==> config.mk <==
export PLATFORM = sky130hd
export DESIGN_NAME = wb_commit_unit
export DESIGN_NICKNAME = d
export VERILOG_FILES = /design/src/rtl/internal_regs_package.sv /design/src/rtl/wb_data_mux.sv /design/src/rtl/wb_commit_unit.sv
export SDC_FILE = /design/constraint.sdc
export NUM_CORES = 1
export LEC_CHECK = 0
export CAP_MARGIN = 20
export CORE_AREA = 2 2 219 221
export CTS_CLUSTER_SIZE = 28
export DETAILED_ROUTE_END_ITERATION = 10
export DIE_AREA = 0 0 221 223
export GPL_ROUTABILITY_DRIVEN = 0
export PLACE_DENSITY = 0.52
export SLEW_MARGIN = 5
export SYNTH_ARGS = -nofsm -noshare
export SYNTH_HDL_FRONTEND = slang
export SYNTH_SLANG_ARGS = --single-unit
==> constraint.sdc <==
create_clock -name clk -period 6 [get_ports clk]
set_input_delay 1.8 -clock clk [delete_from_list [all_inputs] [get_ports clk]]
set_output_delay 1.8 -clock clk [all_outputs]
set_load 0.01 [all_outputs]
==> src/rtl/internal_regs_package.sv <==
// Shared pipeline-register types and write-back/commit definitions.
// Imported by the write-back commit stage and its data mux.
package internal_regs_package;

  localparam int XLEN = 32;

  localparam logic [1:0] WB_ALU = 2'b00;
  localparam logic [1:0] WB_MEM = 2'b01;
  localparam logic [1:0] WB_PC4 = 2'b10;
  localparam logic [1:0] WB_CSR = 2'b11;

  typedef enum logic [1:0] {RUN, FLUSH, DRAIN} commit_state_e;

  typedef struct packed {
    logic [XLEN-1:0] cause;
    logic [XLEN-1:0] epc;
    logic [1:0]      priv;
  } trap_info_t;

  typedef struct packed {
    logic            valid;
    logic            Reg_Write;
    logic [4:0]      rd_addr;
    logic [1:0]      WBSel;
    logic [XLEN-1:0] alu_result;
    logic [XLEN-1:0] data_from_mem;
    logic [XLEN-1:0] PC_4;
    logic [XLEN-1:0] csr_rdata;
    logic            is_csr_inst;
    logic            csr_wen;
    logic [11:0]     csr_addr;
    logic [XLEN-1:0] csr_wdata;
    logic            exception_valid;
    logic [XLEN-1:0] exception_cause;
    logic [XLEN-1:0] inst_pc;
    logic [1:0]      inst_priv_level;
    logic            is_ecall_inst;
    logic            is_mret_inst;
  } mem_wb_reg_t;

  // Vectored mode only applies to interrupts (cause MSB set); offset is 4*cause.
  function automatic logic [XLEN-1:0] trap_target(input logic [XLEN-1:0] mtvec,
                                                  input logic [XLEN-1:0] cause);
    logic [XLEN-1:0] base;
    base = {mtvec[XLEN-1:2], 2'b00};
    if (mtvec[1:0] == 2'b01 && cause[XLEN-1])
      return base + {cause[XLEN-3:0], 2'b00};
    return base;
  endfunction

endpackage

==> src/rtl/wb_data_mux.sv <==
// Write-back data selection: ALU result, load data, PC+4 or CSR read value.
module wb_data_mux
  import internal_regs_package::*;
#(
  parameter int W = 32
) (
  input  logic [1:0]   sel,
  input  logic [W-1:0] alu_result,
  input  logic [W-1:0] data_from_mem,
  input  logic [W-1:0] pc_4,
  input  logic [W-1:0] csr_rdata,
  output logic [W-1:0] wdata
);

  always_comb begin
    // NOTE: default assignment first so no path through the case leaves wdata unassigned (no latch).
    wdata = alu_result;
    unique case (sel)
      WB_ALU:  wdata = alu_result;
      WB_MEM:  wdata = data_from_mem;
      WB_PC4:  wdata = pc_4;
      WB_CSR:  wdata = csr_rdata;
      default: wdata = alu_result;
    endcase
  end

endmodule

==> src/rtl/wb_commit_unit.sv <==
// Final pipeline stage: register-file/CSR write-back, trap and mret commit with
// registered redirect followed by a fixed-length flush/drain, and instret counting.
module wb_commit_unit
  import internal_regs_package::*;
#(
  parameter int DATA_WIDTH    = 32,
  parameter int DRAIN_CYCLES  = 3,
  parameter int INSTRET_WIDTH = 64
) (
  input  logic                     clk,
  input  logic                     rst_n,
  input  mem_wb_reg_t              mem_wb_i,
  input  logic                     wb_stall_i,
  input  logic [DATA_WIDTH-1:0]    mtvec_i,
  input  logic [DATA_WIDTH-1:0]    mepc_i,
  output logic                     rf_we_o,
  output logic [4:0]               rf_waddr_o,
  output logic [DATA_WIDTH-1:0]    rf_wdata_o,
  output logic                     csr_we_o,
  output logic [11:0]              csr_waddr_o,
  output logic [DATA_WIDTH-1:0]    csr_wdata_o,
  output logic                     trap_take_o,
  output logic [DATA_WIDTH-1:0]    trap_cause_o,
  output logic [DATA_WIDTH-1:0]    trap_epc_o,
  output logic [1:0]               trap_priv_o,
  output logic                     mret_o,
  output logic                     redirect_valid_o,
  output logic [DATA_WIDTH-1:0]    redirect_pc_o,
  output logic                     flush_o,
  output logic [INSTRET_WIDTH-1:0] instret_o
);

  commit_state_e state;
  logic [3:0]    drain_cnt;
  trap_info_t    trap_info_q;

  logic accept, commit, trap_hit, mret_hit;
  logic unused_ecall;

  // Entries are only acted on in RUN; anything arriving during FLUSH/DRAIN is squashed.
  assign accept   = mem_wb_i.valid && !wb_stall_i && (state == RUN);
  assign commit   = accept && !mem_wb_i.exception_valid;
  assign trap_hit = accept && mem_wb_i.exception_valid;
  assign mret_hit = commit && mem_wb_i.is_mret_inst;

  // ecall is already folded into exception_valid upstream.
  assign unused_ecall = mem_wb_i.is_ecall_inst;

  assign rf_we_o     = commit && mem_wb_i.Reg_Write && (mem_wb_i.rd_addr != 5'd0);
  assign rf_waddr_o  = mem_wb_i.rd_addr;
  assign csr_we_o    = commit && mem_wb_i.is_csr_inst && mem_wb_i.csr_wen;
  assign csr_waddr_o = mem_wb_i.csr_addr;
  assign csr_wdata_o = mem_wb_i.csr_wdata;

  wb_data_mux #(.W(DATA_WIDTH)) u_wb_data_mux (
    .sel           (mem_wb_i.WBSel),
    .alu_result    (mem_wb_i.alu_result),
    .data_from_mem (mem_wb_i.data_from_mem),
    .pc_4          (mem_wb_i.PC_4),
    .csr_rdata     (mem_wb_i.csr_rdata),
    .wdata         (rf_wdata_o)
  );

  assign trap_cause_o = trap_info_q.cause;
  assign trap_epc_o   = trap_info_q.epc;
  assign trap_priv_o  = trap_info_q.priv;

  // NOTE: sequential state uses non-blocking assignments so every register samples pre-edge values.
  always_ff @(posedge clk or negedge rst_n) begin
    if (!rst_n) begin
      state            <= RUN;
      drain_cnt        <= '0;
      trap_info_q      <= '0;
      trap_take_o      <= 1'b0;
      mret_o           <= 1'b0;
      redirect_valid_o <= 1'b0;
      redirect_pc_o    <= '0;
      flush_o          <= 1'b0;
      instret_o        <= '0;
    end else begin
      trap_take_o      <= 1'b0;
      mret_o           <= 1'b0;
      redirect_valid_o <= 1'b0;

      if (commit)
        instret_o <= instret_o + INSTRET_WIDTH'(1);

      unique case (state)
        RUN: begin
          if (trap_hit) begin
            state            <= FLUSH;
            trap_take_o      <= 1'b1;
            redirect_valid_o <= 1'b1;
            redirect_pc_o    <= trap_target(mtvec_i, mem_wb_i.exception_cause);
            trap_info_q      <= '{cause: mem_wb_i.exception_cause,
                                  epc:   mem_wb_i.inst_pc,
                                  priv:  mem_wb_i.inst_priv_level};
            flush_o          <= 1'b1;
          end else if (mret_hit) begin
            state            <= FLUSH;
            mret_o           <= 1'b1;
            redirect_valid_o <= 1'b1;
            redirect_pc_o    <= mepc_i;
            flush_o          <= 1'b1;
          end
        end
        FLUSH: begin
          state     <= DRAIN;
          drain_cnt <= 4'(DRAIN_CYCLES - 1);
        end
        DRAIN: begin
          if (drain_cnt == 4'd0) begin
            state   <= RUN;
            flush_o <= 1'b0;
          end else begin
            drain_cnt <= drain_cnt - 4'd1;
          end
        end
        default: begin
          state   <= RUN;
          flush_o <= 1'b0;
        end
      endcase
    end
  end

endmodule

==> qor.txt <==
Vias: 9666
Area of placed instances: 15300 µm²
Share of cells above drive strength 1: 0.0583
WHS: 0.475 ns
Post-CTS sizing: 0
Simple-gate share of the synthesized area: 0.213
Detailed Route Iter0 Violations: 462
Post-synth top cells: nand2_1, dfrtp_1, xnor2_1
Vias/cell: 4.51
CP Data Required Time: 4.20 ns
Final Hold Fails: 0
Grt total ovfl: 0
Setup crit end kind: output pin
Skew final: 0.0133 ns
CP Class: input pin to output pin
Xor/xnor share of the synthesized area: 0.0716
EDFF count, synth: 0
CTS clk-pin slew, worst paths: 0.07 ns
Final setup viols: 0
Core area: 47100 µm²
Total of max-cap violations: 0
CP max FO: 3
Syn. warnings: 0
Num Clock Sinks: 172
Mapped Area: 10100 µm²
Worst-margin pin slew: 0.976 ns
Routed len/inst: 18.6 µm
Top_reg_cell synth: dfrtp_1
Rel. slew slack: 0.349
Die height: 223 µm
Pre-Repair DR Iteration Count: 5
FP Rows: 80
Synth Area in Adders: 0.0402
Sequential share of the synthesized area: 0.424
Most common cell in the netlist: nand2_1
WL final: 39900 µm
Largest family of logic cells by synthesized area: simple AND/OR/NAND/NOR gates
Top-area cell type share of the netlist area: 0.424
Syn Area/Cell: 9.22 µm²
Inserted Clock Buffers: 17
Cts hold-fix bufs: 0
Post-synth cell types: 65
Compound-cell area share of the yosys netlist: 0.112
Post-CTS Repair Setup Buffers: 0
Initial antenna violation count: 3
PortBufs: 478
Synth Register Bits: 172
# H-tree levels: 4
Die ar.: 49300 µm²
Achievable frequency: 178 MHz
DRC viols: 0
Period utilisation layout: 0.937
Mux contribution to synthesized area: 0.0800
First-pass GRT wire length: 60200 µm
Clk buf depth: 2
Hold Crit Class: flop to flop
CTS tree: built
RSZ-0062 raised after global routing: false
CP Launch Type: input pin
Dpl cells: 2110
Antenna Nets Post-Route: 0
Final TNS setup: 0 ns
Post-synth ARST share: 1.00
Nets@finish: 1865
Final Non-Filler Cells: 2141
Die Width: 221 µm
Min Tclk post-route: 5.62 ns
Dominant cell type by area after synthesis: dfrtp_1
GRT Util Overall: 0.160
Static Leak: 6.87 nW
Clk root buf: clkbuf_16
# IOs: 568
Starting Density: 0.215
Power Total: 4.92 mW
Cells after Synth: 1101
Clock latency on the worst-skew pair: 0.49 ns
Detailed placement HPWL: 31100 µm
Fin area: 15900 µm²
Syn_nets: 1452
Antenna diode count: 0
Critical Path AT: 3.82 ns
Area Overhead vs Synth: 56.9%
Max-slew violation count: 0
Largest net degree at the start of global routing: 96
Vias in the first global route: 9842
Worst VDD drop: 237 µV
Power density cells: 309 nW/µm²
Largest cells by area after synthesis: dfrtp_1, nand2_1, mux4_2
Status: completed
==> layer usage <==
layer	vias up	global-route usage	wire length, µm
met5	-	0	30
met4	4	0.0520	722
met3	51	0.0614	3190
met2	354	0.243	18000
met1	4646	0.208	17900
li1	4611	-	-
==> path summary, 6_finish.rpt <==
kind	startpoint	endpoint	slack [ns]	depth (start not counted)
worst min-delay path	trap_cause_o[3]$_DFFE_PN0P_	trap_cause_o[3]$_DFFE_PN0P_	0.48	2
worst min register to register	trap_cause_o[3]$_DFFE_PN0P_	trap_cause_o[3]$_DFFE_PN0P_	0.48	2
worst max register to register	state[1]$_DFFE_PN0P_	instret_o[34]$_DFFE_PN0P_	2.78	9
worst max-delay path	mem_wb_i[251]	rf_we_o	0.38	5
min in group asynchronous	rst_n	instret_o[17]$_DFFE_PN0P_	1.31	1
max in group asynchronous	rst_n	trap_epc_o[2]$_DFFE_PN0P_	3.68	2
==> sequential cells by signal, summed over array words and instances (netlist names) <==
signal / cells
drain_cnt: 4
flush_o: 1
instret_o: 64
mret_o: 1
redirect_pc_o: 32
redirect_valid_o: 1
state: 2
trap_cause_o: 32
trap_epc_o: 32
trap_priv_o: 2
trap_take_o: 1
==> power by group <==
group	switching [mW]	total, mW	internal [mW]
logic	0.850	1.92	1.07
clock network	0.514	1.26	0.749
registers	0.223	1.73	1.51
total	1.59	4.92	3.33
==> cell usage in the layout (no fill, tap or decap), types with 4 or more instances in the layout <==
cell type / netlist / layout
bufinv_16: 0 / 5
o21a_1: 8 / 8
mux2i_1: 8 / 8
nand4_1: 18 / 18
and3_1: 20 / 20
inv_1: 12 / 12
and4_1: 8 / 8
nand3_1: 31 / 31
clkdlybuf4s50_1: 0 / 476
a21o_1: 26 / 26
o31ai_1: 12 / 12
dfrtp_1: 172 / 172
or3_1: 4 / 4
xor2_1: 25 / 25
mux4_2: 32 / 32
nor4_1: 6 / 6
buf_4: 51 / 12
nor2_1: 46 / 46
ha_1: 31 / 31
a21oi_1: 36 / 36
nand2_1: 325 / 323
nor3_1: 15 / 15
o21ai_0: 20 / 20
xnor2_1: 58 / 58
a211oi_1: 14 / 14
a31oi_1: 21 / 21
clkbuf_16: 0 / 17
==> stage by stage <==
step	setup WS (ns)	util
after floorplan	1.04	-
after global placement	0.349	0.324
after detailed placement	0.316	0.324
after CTS	0.291	0.338
after global routing	0.174	0.338
final	0.376	0.338
==> layout make-up <==
cell class / count / area, µm²
flip-flops and latches: 172 / 4300
well taps: 615 / 769
clock buffers: 21 / 450
clock inverters: 10 / 189
repair buffers: 492 / 4910
fillers: 4852 / 31200
inverters: 13 / 50.0
multi-input cells: 818 / 5250
==> kinds of logic (layout without fill, tap and decap cells) <==
logic type	count (synthesis)	in the layout
mux	41	41
fa+ha+maj	32	32
buf+inv	111	536
compound gates	168	168
simple gates	494	494
xor+xnor	83	83
flops	172	172
==> worst max-delay path, cell delays in order <==
cell and delay [ns]:
clkdlybuf4s50_1 0.46, nor4b_1 0.33, nor2b_1 0.42, o311a_1 0.25, clkdlybuf4s50_1 0.56
Power figures use the tool's default switching activity.
